`config.mk`:
```
export PLATFORM = sky130hd
export DESIGN_NAME = uart_rx_buffer
export DESIGN_NICKNAME = d
export VERILOG_FILES = /design/src/rtl/uart_rx_buffer.sv
export SDC_FILE = /design/constraint.sdc
export NUM_CORES = 1
export LEC_CHECK = 0
export ABC_AREA = 1
export CORE_ASPECT_RATIO = 1.75
export CORE_UTILIZATION = 55
export CTS_CLUSTER_SIZE = 40
export DETAILED_ROUTE_END_ITERATION = 10
export HOLD_SLACK_MARGIN = 0.15
export PLACE_DENSITY = 0.74
export SYNTH_ARGS = -nofsm -noshare
export SYNTH_HDL_FRONTEND = slang
export SYNTH_SLANG_ARGS = --single-unit
export TNS_END_PERCENT = 50
```
`constraint.sdc`:
```
create_clock -name clk_i -period 2.9 [get_ports clk_i]
set_input_delay 0.29 -clock clk_i [delete_from_list [all_inputs] [get_ports clk_i]]
set_output_delay 0.29 -clock clk_i [all_outputs]
set_load 0.02 [all_outputs]
```
`src/rtl/uart_rx_buffer.sv`:
```
// uart_rx_buffer: parametrised UART receive FIFO with per-character error
// tags and LSR/IIR status (data ready, trigger, FIFO error, overrun, timeout).
// With ena_i=0 it behaves as the single-entry holding register of a 16550.
module uart_rx_buffer #(
    parameter int DEPTH         = 16,
    parameter int DATA_SIZE     = 8,
    parameter int TIMEOUT_CHARS = 4
) (
    input  logic                         clk_i,
    input  logic                         rst_i,
    input  logic                         ena_i,
    input  logic                         clr_i,
    input  logic [1:0]                   trigger_i,
    input  logic                         char_tick_i,
    input  logic                         wr_i,
    input  logic [DATA_SIZE-1:0]         wr_d_i,
    input  logic                         wr_bi_i,
    input  logic                         wr_fe_i,
    input  logic                         wr_pe_i,
    input  logic                         rd_i,
    output logic [DATA_SIZE-1:0]         rd_d_o,
    output logic                         rd_bi_o,
    output logic                         rd_fe_o,
    output logic                         rd_pe_o,
    output logic [$clog2(DEPTH+1)-1:0]   count_o,
    output logic                         dr_o,
    output logic                         full_o,
    output logic                         trigger_o,
    output logic                         fifo_error_o,
    output logic                         overrun_o,
    output logic                         timeout_o
);

    localparam int AW = $clog2(DEPTH);
    localparam int CW = $clog2(DEPTH+1);
    localparam int TW = $clog2(TIMEOUT_CHARS+1);
    localparam int EW = DATA_SIZE + 3;   // {bi, fe, pe, data}

    // Storage is deliberately not reset; count_q alone says what is valid.
    logic [EW-1:0] mem_q [DEPTH];

    logic [AW-1:0] wr_ptr_q, wr_ptr_d;
    logic [AW-1:0] rd_ptr_q, rd_ptr_d;
    logic [CW-1:0] count_q, count_d;
    logic [CW-1:0] err_cnt_q, err_cnt_d;
    logic [TW-1:0] tmo_cnt_q, tmo_cnt_d;
    logic          timeout_q, timeout_d;
    logic          overrun_q, overrun_d;
    logic          ena_prev_q, ena_prev_d;

    logic [CW-1:0] eff_depth;
    logic [CW-1:0] trig_level;
    logic [EW-1:0] head;
    logic          flush;
    logic          dr;
    logic          full;
    logic          head_err;
    logic          wr_err;
    logic          do_rd;
    logic          do_wr;
    logic          tmo_clear;

    // Rx trigger level decode from the FCR encoding.
    always_comb begin
        trig_level = CW'(1);
        case (trigger_i)
            2'b01:   trig_level = CW'(DEPTH/4);
            2'b10:   trig_level = CW'(DEPTH/2);
            2'b11:   trig_level = CW'(DEPTH-2);
            default: trig_level = CW'(1);
        endcase
    end

    // Accept/reject decisions for this cycle; flush overrides both strobes.
    always_comb begin
        ena_prev_d = ena_i;
        flush      = clr_i | (ena_i != ena_prev_q);
        eff_depth  = ena_i ? CW'(DEPTH) : CW'(1);
        dr         = (count_q != '0);
        full       = (count_q == eff_depth);
        head       = mem_q[rd_ptr_q];
        head_err   = |head[EW-1:DATA_SIZE];
        wr_err     = wr_bi_i | wr_fe_i | wr_pe_i;
        do_rd      = rd_i & dr & ~flush;
        // A pop in the same cycle frees the slot, so a write while full is kept.
        do_wr      = wr_i & (~full | (rd_i & dr)) & ~flush;
        tmo_clear  = flush | do_wr | do_rd | ~dr | ~ena_i;
    end

    // Next-state for pointers, counters, timeout and overrun.
    always_comb begin
        wr_ptr_d  = wr_ptr_q;
        rd_ptr_d  = rd_ptr_q;
        count_d   = count_q;
        err_cnt_d = err_cnt_q;
        tmo_cnt_d = tmo_cnt_q;
        timeout_d = 1'b0;
        overrun_d = 1'b0;

        if (flush) begin
            wr_ptr_d  = '0;
            rd_ptr_d  = '0;
            count_d   = '0;
            err_cnt_d = '0;
            tmo_cnt_d = '0;
        end else begin
            if (do_wr) wr_ptr_d = wr_ptr_q + AW'(1);
            if (do_rd) rd_ptr_d = rd_ptr_q + AW'(1);

            case ({do_wr, do_rd})
                2'b10:   count_d = count_q + CW'(1);
                2'b01:   count_d = count_q - CW'(1);
                default: count_d = count_q;
            endcase

            case ({do_wr & wr_err, do_rd & head_err})
                2'b10:   err_cnt_d = err_cnt_q + CW'(1);
                2'b01:   err_cnt_d = err_cnt_q - CW'(1);
                default: err_cnt_d = err_cnt_q;
            endcase

            // Lost character: full, no room made by a pop this cycle.
            overrun_d = wr_i & full & ~(rd_i & dr);

            // Idle character counter saturates at the timeout threshold.
            if (tmo_clear) begin
                tmo_cnt_d = '0;
            end else if (char_tick_i && (tmo_cnt_q != TW'(TIMEOUT_CHARS))) begin
                tmo_cnt_d = tmo_cnt_q + TW'(1);
            end
            timeout_d = ~tmo_clear & (tmo_cnt_d == TW'(TIMEOUT_CHARS));
        end
    end

    // Control state registers with asynchronous reset.
    always_ff @(posedge clk_i or posedge rst_i) begin
        if (rst_i) begin
            wr_ptr_q   <= '0;
            rd_ptr_q   <= '0;
            count_q    <= '0;
            err_cnt_q  <= '0;
            tmo_cnt_q  <= '0;
            timeout_q  <= 1'b0;
            overrun_q  <= 1'b0;
            ena_prev_q <= 1'b0;
        end else begin
            wr_ptr_q   <= wr_ptr_d;
            rd_ptr_q   <= rd_ptr_d;
            count_q    <= count_d;
            err_cnt_q  <= err_cnt_d;
            tmo_cnt_q  <= tmo_cnt_d;
            timeout_q  <= timeout_d;
            overrun_q  <= overrun_d;
            ena_prev_q <= ena_prev_d;
        end
    end

    // Character storage: tags and data written together at the write pointer.
    always_ff @(posedge clk_i) begin
        if (do_wr) begin
            mem_q[wr_ptr_q] <= {wr_bi_i, wr_fe_i, wr_pe_i, wr_d_i};
        end
    end

    // Head is shown straight from storage but masked to zero when empty.
    always_comb begin
        rd_d_o       = dr ? head[DATA_SIZE-1:0] : '0;
        rd_bi_o      = dr & head[DATA_SIZE+2];
        rd_fe_o      = dr & head[DATA_SIZE+1];
        rd_pe_o      = dr & head[DATA_SIZE];
        count_o      = count_q;
        dr_o         = dr;
        full_o       = full;
        trigger_o    = ena_i ? (count_q >= trig_level) : dr;
        fifo_error_o = (err_cnt_q != '0);
        overrun_o    = overrun_q;
        timeout_o    = timeout_q & ena_i;
    end

endmodule

```
Yosys cells after proc, flatten, opt, wreduce, memory -nomap -nowiden
Memories as Yosys holds them, arrays and structs flattened.
Index checks and enable logic that the tools add are counted.
{"block": "totals", "regBits": 24, "mem_bits_rw": 176, "inputBits": 20, "output_inout_bits": 22, "mem_count": 1}
{"block": "op_classes", "add_sub_neg": 7, "order_cmp": 1, "eq_ne": 11, "n_mux": 20, "bitwise_logic": 27, "n_reduce_logical": 8}
{"name": "mem_q", "words": 16, "word_bits": 11, "read_ports": 1, "rd_ports_with_merged_regs": 0, "wr": 1, "line": "40", "text": "logic [EW-1:0] mem_q [DEPTH];"}
{"cell": "one-hot mux 5 bit (2 select lines)", "count": 2}
{"cell": "two-way mux 4 bit", "count": 4}
{"cell": "two-way mux 5 bit", "count": 3}
{"cell": "bitwise AND 1 bit", "count": 13}
{"cell": "two-way mux 3 bit", "count": 4}
{"cell": "one-hot mux 4 bit (3 select lines)", "count": 1}
{"cell": "adder 5 x 1 -> 5 bit (second input constant)", "count": 2}
{"cell": "nonzero test 5 bit", "count": 2}
{"cell": "subtractor 5 x 1 -> 5 bit (second input constant)", "count": 2}
{"cell": "adder 4 x 1 -> 4 bit (second input constant)", "count": 2}
{"cell": "== test 2 bit (second input constant)", "count": 4}
{"cell": "two-way mux 8 bit", "count": 1}
{"cell": "OR 1 bit", "count": 8}
{"cell": "== test 2 x 1 -> 1 bit (second input constant)", "count": 3}
{"cell": "NOT 1 bit", "count": 6}
{"cell": "nonzero test 3 bit", "count": 2}
{"cell": "== test 5 bit", "count": 1}
{"cell": "greater-or-equal comparator 5 bit", "count": 1}
{"cell": "two-way mux 1 bit", "count": 5}
{"cell": "nonzero test 2 bit", "count": 2}
{"cell": "adder 3 x 1 -> 3 bit (second input constant)", "count": 1}
{"cell": "== test 3 bit (second input constant)", "count": 1}
{"cell": "!= test 3 bit (second input constant)", "count": 1}
{"cell": "OR reduction 3 bit", "count": 1}
{"cell": "2 further kinds", "count": 2}

Logic depth before layout (Yosys ltp)
Gate-level depths: netlist (run 1).
{"block": "logic_depth", "word_depth": 15, "ltp_mapped": 22, "mapped_depth_nobuf": 20}

Worst setup path after synthesis (run 1)
OpenSTA, ideal clock, no wires.
{"block": "synth_path", "kind": "register to register", "startpoint": "register count_q[1], in the netlist count_o[1]", "endpoint": "register err_cnt_q[4]", "setup_time_ps": 117, "t_arrival_ps": 2597, "required_time_ps": 2783, "setup_slack_ps": 186, "stages_incl_launch_ff": 19, "period_less_slack_ps": 2714, "cell_sequence": "dfrtp_1 clkinv_1 nand4_2 nand2_4 nand2_2 nand2_2 inv_2 nand3b_2 nand3_4 inv_1 ha_1 nand2_1 o21ai_0 xor2_1 inv_1 nand2_1 nand2_1 nand2_1 nand2_1"}
{"block": "synth_between", "elab_chain_cells": 9, "elab_cells_between_ends": 15}
{"item": "start, declared", "line": "44", "text": "logic [CW-1:0] count_q, count_d;"}
{"item": "start signal, assigned", "line": "149", "text": "count_q <= count_d;"}
{"item": "nonzero test 5 bit (*)", "line": "79", "text": "dr = (count_q != '0);"}
{"item": "via dr_o", "line": "26", "text": "output logic dr_o,"}
{"item": "bitwise AND 1 bit (*)", "line": "84, 86"}
{"item": "OR 1 bit", "line": "86", "text": "do_wr = wr_i & (~full | (rd_i & dr)) & ~flush;"}
{"item": "bitwise AND 1 bit (2 in a row)", "line": "86"}
{"item": "bitwise AND 1 bit", "line": "116", "text": "case ({do_wr & wr_err, do_rd & head_err})"}
{"item": "== test 2 x 1 -> 1 bit / == test 2 bit (equally long branches)", "line": "116"}
{"item": "one-hot mux 5 bit (2 select lines)", "line": "116"}
{"item": "two-way mux 5 bit", "line": "100", "text": "if (flush) begin"}
{"item": "end signal, assigned", "line": "150", "text": "err_cnt_q <= err_cnt_d;"}
{"item": "end, declared", "line": "45", "text": "logic [CW-1:0] err_cnt_q, err_cnt_d;"}
Mark *: on every way through the listed nets, which the timed path passes. The rest lies on a longest branch.
A chain may end at the register's enable or synchronous reset.

Worst setup path in the final report (run 1)
{"block": "layout_path", "startpoint": "register count_q[4], in the netlist count_o[4]", "endpoint": "output rd_bi_o"}
{"block": "layout_between", "elab_chain_cells": 2}
{"item": "nonzero test 5 bit", "line": "79"}
{"item": "bitwise AND 1 bit", "line": "168", "text": "rd_bi_o = dr & head[DATA_SIZE+2];"}
{"item": "end, declared", "line": "22", "text": "output logic rd_bi_o,"}
Every way passes these cells.

==> results of run 1 <==
flip-flops by register name (all words and copies together), names as in the netlist:
signal / count
ena_prev_q: 1
overrun_o: 1
tmo_cnt_q: 3
count_o: 5
err_cnt_q: 5
mem_q: 176
rd_ptr_q: 4
timeout_q: 1
wr_ptr_q: 4
worst paths after layout:
| kind | startpoint | endpoint | cells past startpoint |
|---|---|---|---|
| setup / recovery | count_o[4]$_DFFE_PP0P_ | rd_bi_o | 5 |
| hold / removal | rst_i | err_cnt_q[0]$_DFFE_PP0P_ | 2 |
| setup reg to reg | rd_ptr_q[0]$_DFFE_PP0P_ | err_cnt_q[4]$_DFFE_PP0P_ | 20 |
| hold reg to reg | err_cnt_q[4]$_DFFE_PP0P_ | err_cnt_q[4]$_DFFE_PP0P_ | 2 |
| max in group asynchronous | rst_i | rd_ptr_q[0]$_DFFE_PP0P_ | 2 |
| min in group clk_i | ena_i | ena_prev_q$_DFF_PP0_ | 1 |
cell families after synthesis:
| kind of cell | count (synthesis) | synth area share |
|---|---|---|
| DFF | 200 | 0.672 |
| buffers and inverters | 98 | 0.0487 |
| and+or+nand+nor | 272 | 0.139 |
| xor gates and xnor gates | 9 | 0.00901 |
| adders and majority gates | 19 | 0.0289 |
| AOI/OAI and AO/OA | 152 | 0.102 |
cell usage in the layout (no fill, tap or decap), drive strengths merged, types with 7 or more instances in the layout:
cell,Yosys,routed
edfxtp,176,176
o21ai,91,91
clkbuf,21,20
a21oi,19,19
clkinv,1,7
nand2,96,96
o22ai,12,12
dlygate4sd2,0,7
nand3,50,50
inv,61,68
o221ai,24,24
dfrtp,24,24
ha,17,17
clkdlybuf4s50,0,32
nor2,112,112
buf,15,62
report_power, final:
part	internal [mW]	total, mW	switching [mW]
Clock	1.14	2.26	1.12
Combinational	0.211	0.600	0.390
Sequential	3.15	3.17	0.0200
Total	4.51	6.03	1.53
what timing repair did:
action                                  in CTS  in global routing
hold buffers                                 0                  0
endpoints found under the setup margin       8                  7
gates cloned                                 0                  1
gates resized for setup                     10                  6
setup buffers                                0                  1
metrics by stage:
stage          std cells   util  power (mW)
2_1_floorplan        750      -        3.57
3_3_place_gp        1002  0.627        3.81
3_5_place_dp        1002  0.627        3.83
4_1_cts             1034  0.663        6.04
5_1_grt             1036  0.666        6.21
6_report            1036  0.666        6.03
per-layer routing:
layer  global-route usage  up-vias
met5                    0        -
met2                0.487      345
li1                     -     2839
met4                0.152        0
met1                0.315     3047
met3               0.0632       79
cells in the mapped netlist (all sizes together):
library cell,n
o22ai,12
nand2,96
nand4,5
a21boi,1
xnor2,3
nand3,50
inv,61
nor3,6
ha,17
nor2,112
o211ai,1
o21a,3
clkinv,1
o21ai,91
fa,2
edfxtp,176
clkbuf,21
a21oi,19
nor4,2
dfrtp,24
xor2,6
o221ai,24
a22oi,1
buf,15
nand3b,1
area by class of cell:
| type | count | area [µm²] | share of cell area |
|---|---|---|---|
| multi-input combinational | 452 | 2440 | 0.237 |
| inverter | 62 | 243 | 0.0236 |
| sequential | 200 | 5890 | 0.572 |
| tap | 186 | 233 | 0.0226 |
| timing repair buffer | 104 | 926 | 0.0899 |
| clock buffer | 18 | 429 | 0.0417 |
| clock inverter | 14 | 138 | 0.0134 |
worst max-delay path: cells and delay by family (launching register included):
kind	cells	cell delay, ns
buffers and inverters	2	1.19
AND/OR/NAND/NOR	3	0.49
flip-flops	1	0.45
==> impl_metrics.env, run 1 <==
export IMPL_routed_wl_um=22000
export IMPL_end_kind="primary output"
export IMPL_ir_worst_vdd_mv=0.377
export IMPL_placed_area_um2=9690
export IMPL_synth_top_area_cell="edfxtp_1"
export IMPL_crit_type="reg2out"
export IMPL_numCtsBuffers=17
export IMPL_status="finished clean"
export IMPL_yosys_top_cells_area="edfxtp_1, dfrtp_1, o21ai_0"
export IMPL_grt_max_degree=43
export IMPL_crit_chain="nor2_2 > nand4_2 > inv_1 > nor2_1 > clkdlybuf4s50_1"
export IMPL_hp_class="in2async"
export IMPL_antenna_found_initial=0
export IMPL_vias=6310
export IMPL_syn_avg_cell_area_um2=11.7
export IMPL_routed_top_layer="met4"
export IMPL_grt_pass1_vias=6405
export IMPL_track_usage=0.278
export IMPL_wl_met2_um=11600
export IMPL_drive_gt1_frac=0.144
export IMPL_io_buffers=41
export IMPL_io_pins=42
export IMPL_die_area_um2=16400
export IMPL_die_y_um=169
export IMPL_whs_ns=0.418
export IMPL_yosys_warnings=0
export IMPL_clock_sinks=200
export IMPL_fmax_mhz=350
export IMPL_chipWidth_um=97.4
export IMPL_ys_ff_latch=200
export IMPL_yosysSeqAreaShare=0.672
export IMPL_clock_latency_ns=0.43
export IMPL_nFillCells=1114
export IMPL_clk_pin_slew_ns=0.08
export IMPL_period_minus_slack_ns=2.86
export IMPL_avgViaCountPerCell=6.09
export IMPL_start_util=0.566
export IMPL_h_tree_depth=4
export IMPL_relSlewSlack=0.290
export IMPL_synth_cells=750
export IMPL_wl_met3_um=1550
export IMPL_postRouteAntennaNets=0
export IMPL_synth_area_um2=8750
export IMPL_dp_final_hpwl_um=14200
export IMPL_syn_nets=789
export IMPL_maxCapViolCount=0
export IMPL_grt_ovfl_total=0
export IMPL_cp_max_fo=13
export IMPL_ys_types=42
export IMPL_root_buffer="clkbuf_16"
export IMPL_final_hold_viol_count=0
export IMPL_r2r_slack_ns=0.14
export IMPL_coreArea_um2=15500
export IMPL_drc=0
export IMPL_grt_pass1_wl_um=34100
export IMPL_cp_arrival_ns=2.57
export IMPL_timing_final_max_slew_violations=0
export IMPL_num_rows=60
export IMPL_setup_viol_count_final=0
export IMPL_startpoint_type="flop"
export IMPL_wl_per_cell_um=21.3
export IMPL_rsz0062_at_grt="yes"
export IMPL_pre_cts_ws_ns=0.0457
export IMPL_drt_met1_wl_um=7930
export IMPL_gp_congestion=0.918
export IMPL_tns_ns=0
export IMPL_period_share=0.985
export IMPL_cts_tree="done"
export IMPL_drt_iter0_markers=731
export IMPL_p_leak_nw=3.97
export IMPL_cp_slowest_stage_delay_ns=0.60
export IMPL_slowest_stage="inv_1"
export IMPL_diodes=0
export IMPL_clockBufferDepth=2
export IMPL_areaGrowthSynthToFinish_pct=17.6
export IMPL_required_ns=2.61
export IMPL_p_per_area_nw_per_um2=586
export IMPL_final_area_um2=10300
export IMPL_worst_pin_slew_ns=1.06
export IMPL_nets=876
export IMPL_finalWorstSetupSlack_ns=0.0424
export IMPL_synth_top_cell_area_share=0.604
export IMPL_first_pass_iters=7
export IMPL_clock_skew_ns=0.0119
(Power assumes the default switching activity.)
==> run 2, diff against run 1 <==
- CORE_MARGIN: unset -> 2
- PLACE_DENSITY: 0.74 -> 0.85
==> impl_metrics.env, run 2 (synthesis results as in run 1) <==
export IMPL_final_hold_viol_count=0
export IMPL_avgViaCountPerCell=6.20
export IMPL_global_route_usage_met1=0.296
export IMPL_num_rows=61
export IMPL_postRouteAntennaNets=0
export IMPL_cts_tree="done"
export IMPL_root_buffer="clkbuf_16"
export IMPL_chipWidth_um=99.4
export IMPL_use_met3=0.0535
export IMPL_wl_per_cell_um=21.9
export IMPL_die_area_um2=17000
export IMPL_nets=868
export IMPL_p_per_area_nw_per_um2=595
export IMPL_period_share=0.995
export IMPL_antenna_found_initial=0
export IMPL_worst_pin_slew_ns=0.948
export IMPL_drc=0
export IMPL_h_tree_depth=4
export IMPL_numCtsBuffers=17
export IMPL_clockBufferDepth=2
export IMPL_clk_pin_slew_ns=0.08
export IMPL_cp_arrival_ns=3.22
export IMPL_rsz0062_at_grt="yes"
export IMPL_final_util=0.659
export IMPL_drt_iter0_markers=853
export IMPL_hold_buffers=0
export IMPL_clock_sinks=200
export IMPL_largest_reg_flops=176
export IMPL_required_ns=3.23
export IMPL_layout_common_cells="edfxtp_1, nor2_1, nand2_1"
export IMPL_maxCapViolCount=0
export IMPL_timing_final_max_slew_violations=0
export IMPL_areaGrowthSynthToFinish_pct=18.4
export IMPL_met2_usage=0.499
export IMPL_coreArea_um2=15700
export IMPL_gp_congestion=0.839
export IMPL_io_buffers=41
export IMPL_fin_total_pwr_mw=6.17
export IMPL_period_minus_slack_ns=2.89
export IMPL_fmax_mhz=347
export IMPL_vias=6397
export IMPL_cp_max_fo=24
export IMPL_grt_ovfl_total=0
export IMPL_finalWorstSetupSlack_ns=0.0147
export IMPL_first_pass_iters=6
export IMPL_grt_pass1_wl_um=34800
export IMPL_io_pins=42
export IMPL_end_kind="flop"
export IMPL_crit_type="reg2reg"
export IMPL_diodes=0
export IMPL_track_usage=0.278
export IMPL_drive_gt1_frac=0.148
export IMPL_dp_final_hpwl_um=14100
export IMPL_grt_max_degree=45
export IMPL_relSlewSlack=0.367
export IMPL_start_util=0.557
export IMPL_grt_busiest_layer="met2"
export IMPL_die_y_um=171
export IMPL_ir_worst_vdd_mv=0.506
export IMPL_hp_class="in2async"
export IMPL_top_register="mem_q"
export IMPL_clock_skew_ns=0.0114
export IMPL_status="finished clean"
export IMPL_final_common_cell="edfxtp_1"
export IMPL_startpoint_type="flop"
export IMPL_p_leak_nw=3.96
export IMPL_routed_wl_um=22600
export IMPL_grt_pass1_vias=6477
export IMPL_setup_viol_count_final=0
export IMPL_clock_latency_ns=0.44
export IMPL_pre_cts_ws_ns=0.0247
## run 2: changes by cell type in the layout (fill, tap and decap cells not counted), moves of 3 or more
| cell | delta |
|---|---|
| buf_4 | -12 |
| clkinv_4 | -3 |
| clkinvlp_4 | +3 |
| a21oi_1 | -3 |
| inv_6 | +3 |
| buf_12 | +3 |
| a21oi_2 | +3 |
## run 2: routing by layer
metal  share of wire  vias up
met1            0.33     3063
li1                -     2825
met5               0        -
met2            0.53      396
met4           0.062        0
met3           0.075      113
## run 2: metrics by stage
| stage | cell area, µm² | instances | hold WS (ns) | TNS (ns) |
|---|---|---|---|---|
| 2_1_floorplan | 8750 | 750 | 0.305 | 0 |
| 3_3_place_gp | 9640 | 993 | 0.554 | 0 |
| 3_5_place_dp | 9640 | 993 | 0.550 | 0 |
| 4_1_cts | 10300 | 1028 | 0.405 | -0.116 |
| 5_1_grt | 10400 | 1031 | 0.434 | -0.202 |
| 6_report | 10400 | 1031 | 0.372 | 0 |
## run 2: worst max-delay path: stages, from the launching register on
cell	delay [ns]
dfrtp_2	0.48
buf_4	0.19
buf_12	0.16
nor2_1	0.10
nor2_1	0.05
o21ai_1	0.09
nand3_1	0.12
nand3_2	0.11
nand2_1	0.07
inv_2	0.08
nand2_2	0.12
nand3_4	0.11
inv_2	0.08
ha_4	0.28
nand2_1	0.05
o21ai_1	0.14
xor2_1	0.22
inv_1	0.07
nand2_1	0.08
nand2_1	0.06
nand2_1	0.06
nand2_1	0.04
## run 2: what timing repair did
action,CTS,global route
cloned,2,0
pin swaps,1,1
gates resized for setup,20,9
setup buffers,1,3
endpoints found under the setup margin,12,8
## run 2: area by class of cell
class	count	area, µm²
Inverter	62	244
Sequential cell	200	5890
Tap cell	189	236
Timing Repair Buffer	95	925
Fill cell	1084	5360
Timing Repair inverter	1	6.26
Multi-Input combinational cell	452	2480
Clock buffer	17	425
Clock inverter	15	155
## run 2: worst paths after layout
kind	start	to	slack, ns	cells after the start
setup / recovery	rd_ptr_q[0]$_DFFE_PP0P_	err_cnt_q[4]$_DFFE_PP0P_	0.01	21
setup reg to reg	rd_ptr_q[0]$_DFFE_PP0P_	err_cnt_q[4]$_DFFE_PP0P_	0.01	21
min in group clk_i	ena_i	ena_prev_q$_DFF_PP0_	0.42	1
max in group asynchronous	rst_i	rd_ptr_q[0]$_DFFE_PP0P_	1.88	2
hold reg to reg	err_cnt_q[0]$_DFFE_PP0P_	err_cnt_q[0]$_DFFE_PP0P_	0.60	2
hold / removal	rst_i	count_o[4]$_DFFE_PP0P_	0.37	2
## run 2: report_power, final
group | switching (mW) | internal (mW)
clock network | 1.12 | 1.22
registers | 0.0171 | 3.15
logic | 0.414 | 0.247
total | 1.55 | 4.62
